<file path="config.mk">
export PLATFORM = sky130hd
export DESIGN_NAME = pattern_playback_ctrl
export DESIGN_NICKNAME = d
export VERILOG_FILES = /design/src/rtl/simon_pkg.sv /design/src/rtl/playback_timer.sv /design/src/rtl/pattern_playback_ctrl.sv
export SDC_FILE = /design/constraint.sdc
export NUM_CORES = 1
export LEC_CHECK = 0
export CAP_MARGIN = 20
export CORE_MARGIN = 2
export CORE_UTILIZATION = 31
export DETAILED_ROUTE_END_ITERATION = 8
export PLACE_DENSITY = 0.52
export SYNTH_ARGS = -nofsm -noshare
export SYNTH_HDL_FRONTEND = slang
export SYNTH_SLANG_ARGS = --single-unit
</file>
<file path="constraint.sdc">
create_clock -name clk -period 3.23 [get_ports clk]
set_input_delay 0.323 -clock clk [delete_from_list [all_inputs] [get_ports clk]]
set_output_delay 0.323 -clock clk [all_outputs]
set_load 0.02 [all_outputs]
</file>
<file path="src/rtl/simon_pkg.sv">
// Shared Simon game types: playback FSM states, pattern colour and LED decode.
package simon_pkg;

    localparam int COLOR_W   = 2;
    localparam int MAX_LEVEL = 10;

    typedef logic [COLOR_W-1:0] color_t;

    typedef enum logic [2:0] {
        IDLE,
        FETCH,
        WAIT_DATA,
        ON,
        OFF,
        DONE
    } pb_state_t;

    function automatic logic [3:0] color_to_onehot(input color_t c);
        logic [3:0] one;
        one = 4'b0001;
        return one << c;
    endfunction

endpackage

</file>
<file path="src/rtl/playback_timer.sv">
// Loadable down-counter with a zero flag; times the lit and dark phases of a step.
module playback_timer #(
    parameter int W = 3
) (
    input  logic         clk,
    input  logic         reset,
    input  logic         load,
    input  logic         dec,
    input  logic [W-1:0] load_val,
    output logic         zero
);

    logic [W-1:0] count;

    always_ff @(posedge clk) begin
        if (!reset)
            count <= '0;
        else if (load)
            count <= load_val;
        else if (dec && count != '0)
            count <= count - 1'b1;
    end

    assign zero = (count == '0);

endmodule

</file>
<file path="src/rtl/pattern_playback_ctrl.sv">
// Plays pattern entries 0..L-1 on the LEDs for the game's blink phase.
// Define PLAYBACK_SPEEDUP_EN to shorten on/off times at higher levels.
module pattern_playback_ctrl #(
    parameter int ON_CYCLES  = 4,
    parameter int OFF_CYCLES = 2,
    parameter int MAX_LEVEL  = simon_pkg::MAX_LEVEL,
    parameter int ADDR_W     = 4,
    parameter int COLOR_W    = 2
) (
    input  logic               clk,
    input  logic               reset,
    input  logic               start,
    input  logic [3:0]         level,
    output logic               mem_rd_en,
    output logic [ADDR_W-1:0]  mem_addr,
    input  logic [COLOR_W-1:0] mem_rdata,
    output logic [3:0]         led,
    output logic               busy,
    output logic               done
);
    import simon_pkg::*;

    localparam int LEN_W = $clog2(MAX_LEVEL + 1);
    localparam int TMAX  = (ON_CYCLES > OFF_CYCLES) ? ON_CYCLES : OFF_CYCLES;
    localparam int TW    = (TMAX < 2) ? 1 : $clog2(TMAX + 1);

    pb_state_t        state, state_d;
    logic [LEN_W-1:0] idx, idx_d, len_q, len_d, lvl_clamp;
    color_t           color_q, color_d;
    logic             tmr_load, tmr_dec, tmr_zero;
    logic [TW-1:0]    tmr_val, on_ld, off_ld;

    assign lvl_clamp = (32'(level) > MAX_LEVEL) ? LEN_W'(MAX_LEVEL) : LEN_W'(level);

`ifdef PLAYBACK_SPEEDUP_EN
    logic [TW-1:0] on_q, off_q;

    // Returns the effective duration minus one, ready to load into the timer.
    function automatic logic [TW-1:0] scaled(input int base, input logic [LEN_W-1:0] n);
        int v;
        if (n >= LEN_W'(7))
            v = base >> 2;
        else if (n >= LEN_W'(4))
            v = base >> 1;
        else
            v = base;
        if (v < 1)
            v = 1;
        return TW'(v - 1);
    endfunction

    always_ff @(posedge clk) begin
        if (!reset) begin
            on_q  <= '0;
            off_q <= '0;
        end else if (state == IDLE && start) begin
            on_q  <= scaled(ON_CYCLES, lvl_clamp);
            off_q <= scaled(OFF_CYCLES, lvl_clamp);
        end
    end

    assign on_ld  = on_q;
    assign off_ld = off_q;
`else
    assign on_ld  = TW'(ON_CYCLES - 1);
    assign off_ld = TW'(OFF_CYCLES - 1);
`endif

    playback_timer #(.W(TW)) u_timer (
        .clk      (clk),
        .reset    (reset),
        .load     (tmr_load),
        .dec      (tmr_dec),
        .load_val (tmr_val),
        .zero     (tmr_zero)
    );

    always_ff @(posedge clk) begin
        if (!reset) begin
            state   <= IDLE;
            idx     <= '0;
            len_q   <= '0;
            color_q <= '0;
        end else begin
            state   <= state_d;
            idx     <= idx_d;
            len_q   <= len_d;
            color_q <= color_d;
        end
    end

    always_comb begin
        state_d  = state;
        idx_d    = idx;
        len_d    = len_q;
        color_d  = color_q;
        tmr_load = 1'b0;
        tmr_dec  = 1'b0;
        tmr_val  = '0;
        case (state)
            IDLE: begin
                if (start) begin
                    len_d   = lvl_clamp;
                    idx_d   = '0;
                    state_d = (lvl_clamp == '0) ? DONE : FETCH;
                end
            end
            FETCH: state_d = WAIT_DATA;
            WAIT_DATA: begin
                color_d  = color_t'(mem_rdata);
                tmr_load = 1'b1;
                tmr_val  = on_ld;
                state_d  = ON;
            end
            ON: begin
                if (tmr_zero) begin
                    tmr_load = 1'b1;
                    tmr_val  = off_ld;
                    state_d  = OFF;
                end else begin
                    tmr_dec = 1'b1;
                end
            end
            OFF: begin
                if (tmr_zero) begin
                    if (idx == len_q - LEN_W'(1)) begin
                        state_d = DONE;
                    end else begin
                        idx_d   = idx + LEN_W'(1);
                        state_d = FETCH;
                    end
                end else begin
                    tmr_dec = 1'b1;
                end
            end
            DONE:    state_d = IDLE;
            default: state_d = IDLE;
        endcase
        // Dropping start mid-playback abandons it silently.
        if (!start && (state == FETCH || state == WAIT_DATA || state == ON || state == OFF))
            state_d = IDLE;
    end

    assign mem_rd_en = (state == FETCH);
    assign mem_addr  = ADDR_W'(idx);
    assign led       = (state == ON) ? color_to_onehot(color_q) : 4'b0000;
    assign busy      = (state != IDLE);
    assign done      = (state == DONE);

endmodule
</file>
==> impl_metrics.py, run 1 <==
metrics = {
    "placed_design": {
        "dp_hpwl_mm": 1.637,
        "pre_cts_slack_ns": 1.043,
        "place_congestion": 0.7812,
        "portBuffers": 19,
    },
    "timing": {
        "max_freq_mhz": 397.2,
        "final.period_utilization_pct": 77.95,
        "tightest_slew_ns": 0.4867,
        "worst_slack_ns": 0.7121,
        "finalSetupViolations": 0,
        "finClkSkew_ns": 0.009566,
        "finalMaxSlewViolations": 0,
        "fin_setup_tns_ns": 0,
        "period_needed_ns": 2.518,
        "rsz0062_at_grt": "false",
        "max_slew_margin_pct": 67.48,
        "hold_viol": 0,
    },
    "worst_setup_path": {
        "rrSetupSlack_ns": 1.42,
        "crit_type": "reg -> out",
        "worstSetupStartpointType": "register",
        "worst-path-max-fanout": 14,
        "cp.arrival_ns": 2.19,
        "rr_worst_depth": 7,
        "timing.rr.end": "mem_addr[0]",
        "r2r_start": "len_q[0]",
        "cp.required_ns": 2.91,
        "endpoint_kind": "output port",
    },
    "logic_synthesis": {
        "ys_async_sr_fraction_pct": 0,
        "yosys.area.top_type_share_pct": 32.08,
        "synth_ff_type": "dfxtp_1",
        "synth.area.top_cells": "dfxtp_1, a21oi_1, nand2_1",
        "postSynthAreaPerCell_sq_um": 7.740,
        "synth.yosys.seq_area_share_pct": 32.08,
        "yosys.cell_count.top_type": "dfxtp_1",
        "ys_top_cells_by_count": "dfxtp_1, nand2_1, nor2_1",
        "synthesis.nets": 142,
        "synth_edf_count": 0,
        "synthesis.area_sq_um": 998.5,
        "synth.largest_area_cell": "dfxtp_1",
        "syn_inst": 129,
        "ys_ff_latch": 16,
        "yosys_warnings": 0,
        "synth_cell_type_count": 35,
    },
    "cells_and_area": {
        "fin_util_pct": 41.11,
        "drive_gt1_share_pct": 5.479,
        "area_growth_syn_to_layout_pct": 25.69,
        "fill_cells": 340,
        "layout.nets": 160,
        "num_antenna_cells": 0,
        "regArea_sq_um": 320.3,
        "multi_input_area_sq_um": 619.3,
    },
    "floorplanning": {
        "die_h_um": 60.75,
        "fp.dieW_um": 60.75,
        "rows": 20,
        "initial_core_util_pct": 32.70,
        "core_sq_um": 3053,
        "io_pins": 20,
        "dieArea_sq_um": 3691,
    },
    "routing": {
        "routedWlPerCell_um": 11.51,
        "wl_mm": 2.187,
        "drt.antenna.violating_nets": 0,
        "drt-vias-per-instance": 4.942,
        "drc": 0,
        "dr.first_iter.drc_count": 33,
        "num_vias": 939,
        "drt_first_pass_iters": 4,
    },
    "clock_network": {
        "cts_resized": 0,
        "clkLatencyLatePin_ns": 0.30,
        "cts_hold_buf": 0,
        "cts_buffers": 3,
        "cts-htree-levels": 1,
        "cts_buffer_depth": 2,
        "clock_sinks": 16,
        "cts_tree": "yes",
        "post-cts-setup-buffers": 0,
        "cts-root-buf": "clkbuf_4",
        "clkSlewWorstSetupHoldPaths_ns": 0.11,
    },
    "grt": {
        "grt_overflow": 0,
        "grt_pass1_wl_mm": 3.608,
        "grt_pass1_vias": 815,
        "grt_use_total_pct": 13.13,
        "antenna_found_initial": 0,
        "grt_max_degree": 16,
    },
    "job": {
        "maxCapViolCount": 0,
    },
    "worst_hold_path": {
        "hold_class": "reg -> reg",
        "hp-start": "len_q[1]",
        "hold_depth": 2,
        "whs_endpoint": "len_q[1]",
    },
    "power_and_ir_drop": {
        "ir_worst_vdd_v": 0.0001534,
        "switching_share_pct": 28.38,
        "p_switching_w": 0.0001220,
        "power_density_nw_per_um2": 342.4,
        "power_frac_comb_pct": 17.7,
        "pwr-share-seq_pct": 49.5,
        "p_leak_nw": 0.4650,
        "internal-power_w": 0.0003077,
        "power_w": 0.0004297,
        "pwr-share-clk_pct": 32.9,
    },
    "status": {
        "outcome": "completed",
    },
}
## worst max-delay path by stage
stage / endpoint / from / cells past startpoint / slack (ns)
after floorplan: mem_addr[2] / u_timer.count[0] / 7 / 1.53
after global placement: led[0] / state[1] / 4 / 1.11
after detailed placement: led[0] / state[1] / 4 / 1.04
after CTS: led[0] / state[1] / 4 / 0.69
after global routing: led[0] / state[1] / 4 / 0.50
final: led[0] / state[1] / 4 / 0.71
## power by group through the flow
stage | combinational [W] | sequential, W | clock, W
floorplan | 0.0000562 | 0.000213 | 0
global placement | 0.0000763 | 0.000217 | 0
detailed placement | 0.0000769 | 0.000217 | 0
CTS | 0.0000770 | 0.000213 | 0.000149
global route | 0.0000844 | 0.000214 | 0.000156
finish | 0.0000759 | 0.000213 | 0.000141
## critical path, stage by stage, from the launching register on
cell             delay, ns
dfxtp_1               0.56
nor2b_1               0.25
and2_1                0.22
nor3b_1               0.22
clkdlybuf4s50_1       0.64
## cell families (layout without fill, tap and decap cells)
group	after synthesis	in the layout	synth area share [%]
AOI/OAI and AO/OA	32	32	22.68
adders and majority gates	4	4	5.013
muxes	2	2	2.005
buffers and inverters	15	32	5.889
and+or+nand+nor	54	54	26.32
xor gates and xnor gates	6	6	6.016
DFF	16	16	32.08
## placed cells by master (no fill, tap or decap), drive strengths merged, types with 3 or more instances in the layout
cell type / synthesis / layout
clkdlybuf4s50: 0 / 19
o21ai: 7 / 7
and3: 3 / 3
xnor2: 4 / 4
nand2b: 4 / 4
a21oi: 12 / 12
nand3: 3 / 3
nor3: 4 / 4
inv: 9 / 9
clkbuf: 4 / 4
nor3b: 3 / 3
nand2: 15 / 15
nor2: 14 / 14
ha: 4 / 4
dfxtp: 16 / 16
## routing by layer
layer  share of wire (%)  vias to the layer above  global-route usage (%)
met5                   0                        -                       0
met4                 1.1                        0                   4.348
met3                 5.6                        5                   3.838
met2                  45                       23                   21.81
met1                  48                      423                   16.30
li1                    -                      488                       -
## state kept, by name (all words and copies together) (netlist names)
| signal | cells |
|---|---|
| len_q | 4 |
| mem_addr | 4 |
| color_q | 2 |
| state | 3 |
| u_timer.count | 3 |
## stage by stage
step	hold slack (ns)	cells	instance area (sq um)
final	0.4977	190	1255
after global routing	0.5268	190	1255
after CTS	0.4991	190	1255
after detailed placement	0.4836	186	1219
after global placement	0.4859	186	1219
after floorplan	0.4582	129	998.5
## area by class of cell
cell class | count | area share, %
inverters | 9 | 2.692
clock buffers | 4 | 2.891
flip-flops and latches | 16 | 25.52
well taps | 44 | 4.387
multi-input cells | 98 | 49.35
repair buffers | 19 | 15.15
Power figures use the tool's default switching activity.
==> run 2, diff against run 1 <==
- PLACE_DENSITY: 0.52 -> 0.54
- clock period: 3.23 -> 2.3 ns (I/O delays scaled with it)
==> run 2 against run 1 <==
Clock power grew 39%; final cell count grew 0.53%; power grew 41%; die area is the same; worst hold slack lost 0.035 ns; highest routed layer is now met3.
==> impl_metrics.py, run 2 (same netlist as run 1, synthesis figures left out) <==
metrics = {
    "routing": {
        "dr.first_iter.drc_count": 20,
        "drc": 0,
        "wl_mm": 2.207,
        "drt-vias-per-instance": 4.911,
        "num_vias": 938,
        "drt_first_pass_iters": 4,
        "routedWlPerCell_um": 11.55,
        "drt.antenna.violating_nets": 0,
    },
    "clock_network": {
        "cts_tree": "yes",
        "cts_buffer_depth": 2,
        "cts_buffers": 3,
        "cts-htree-levels": 1,
        "cts_hold_buf": 0,
        "clkSlewWorstSetupHoldPaths_ns": 0.11,
        "cts-root-buf": "clkbuf_4",
        "clock_sinks": 16,
        "clkLatencyLatePin_ns": 0.30,
    },
    "cells_and_area": {
        "regArea_sq_um": 321.6,
        "drive_gt1_share_pct": 7.483,
        "final_common_cell": "clkdlybuf4s50_1",
        "stdcell_count": 191,
        "num_antenna_cells": 0,
        "final_cell_mix": "clkdlybuf4s50_1, dfxtp_1, nand2_1, nor2_1, a21oi_1",
        "layout.nets": 161,
        "fin_util_pct": 41.56,
        "fill_cells": 342,
        "area_growth_syn_to_layout_pct": 27.07,
        "multi_input_area_sq_um": 621.8,
    },
    "placed_design": {
        "dp_cells": 187,
        "place_congestion": 0.7793,
        "dp_hpwl_mm": 1.645,
        "portBuffers": 19,
    },
    "power_and_ir_drop": {
        "ir_worst_vdd_v": 0.0002972,
        "pwr-share-seq_pct": 49.2,
        "p_leak_nw": 0.4893,
        "power_frac_comb_pct": 18.3,
        "pwr-share-clk_pct": 32.5,
        "internal-power_w": 0.0004333,
        "switching_share_pct": 28.31,
        "p_switching_w": 0.0001711,
        "power_density_nw_per_um2": 476.4,
    },
    "floorplanning": {
        "dieArea_sq_um": 3691,
        "core_sq_um": 3053,
        "rows": 20,
        "fp.dieW_um": 60.75,
        "die_h_um": 60.75,
        "initial_core_util_pct": 32.70,
        "io_pins": 20,
    },
    "worst_hold_path": {
        "whs_endpoint": "color_q[1]",
        "hp-start": "mem_rdata[1]",
        "hold_depth": 3,
        "hold_class": "in -> reg",
    },
    "timing": {
        "finalMaxSlewViolations": 0,
        "max_slew_margin_pct": 67.65,
        "finalSetupViolations": 0,
        "rsz0062_at_grt": "false",
        "tightest_slew_ns": 0.4841,
        "final.period_utilization_pct": 92.76,
        "finClkSkew_ns": 0.01496,
        "max_freq_mhz": 468.7,
        "period_needed_ns": 2.133,
        "hold_viol": 0,
        "fin_setup_tns_ns": 0,
    },
    "worst_setup_path": {
        "r2r_start": "u_timer.count[0]",
        "rrSetupSlack_ns": 0.48,
        "cp.arrival_ns": 1.90,
        "endpoint_kind": "output port",
        "timing.rr.end": "mem_addr[3]",
        "rr_worst_depth": 6,
        "worst-path-max-fanout": 12,
        "cp.required_ns": 2.07,
        "crit_type": "reg -> out",
        "worstSetupStartpointType": "register",
    },
    "grt": {
        "grt_max_degree": 16,
        "grt_pass1_wl_mm": 3.560,
        "grt_overflow": 0,
        "grt_pass1_vias": 809,
        "grt_use_total_pct": 12.74,
        "antenna_found_initial": 0,
    },
    "job": {
        "maxCapViolCount": 0,
    },
    "status": {
        "outcome": "completed",
    },
}
-- run 2: worst max-delay path by stage --
stage	startpoint	to	slack, ns	cells past startpoint
after floorplan	u_timer.count[0]	mem_addr[2]	0.60	7
after global placement	state[0]	led[0]	0.44	3
after detailed placement	state[2]	led[0]	0.41	4
after CTS	state[2]	led[0]	0.05	4
after global routing	state[2]	led[1]	0.004	5
final	state[2]	led[3]	0.17	4
-- run 2: power by group through the flow --
stage | logic [W] | clock network, W | registers, W
3_3_place_gp | 0.000110 | 0 | 0.000303
6_report | 0.000111 | 0.000196 | 0.000297
3_5_place_dp | 0.000111 | 0 | 0.000303
2_1_floorplan | 0.0000790 | 0 | 0.000299
5_1_grt | 0.000122 | 0.000217 | 0.000299
4_1_cts | 0.000111 | 0.000206 | 0.000297
-- run 2: worst max-delay path, cell delays in order (launching register included) --
cell	delay, ns
dfxtp_1	0.43
nor2b_2	0.19
and2_1	0.22
and3_1	0.17
clkdlybuf4s50_1	0.59
-- run 2: layout make-up --
class                   count  share of cell area, %
repair buffers             20                  15.78
flip-flops and latches     16                  25.35
inverters                   9                  2.663
multi-input cells          98                  49.01
well taps                  44                  4.339
clock buffers               4                  2.860
-- run 2: layer usage --
metal,routed length [um],GRT usage (%)
met5,0,0
met2,1039,21.20
met3,83,3.838
met4,0,1.863
met1,1084,16.69
-- run 2: metrics by stage --
step,total power (W),cell area [sq um],setup WS [ns],hold slack (ns)
after global routing,0.0006378,1269,0.003898,0.4641
final,0.0006044,1269,0.1666,0.4629
after floorplan,0.0003779,998.5,0.5972,0.3660
after global placement,0.0004123,1226,0.4384,0.4862
after CTS,0.0006141,1262,0.04877,0.4569
after detailed placement,0.0004144,1226,0.4104,0.4870
-- run 2: what timing repair did --
item	CTS	global route
endpoints found under the setup margin	0	4
buffers inserted	0	0
gates resized for setup	0	3
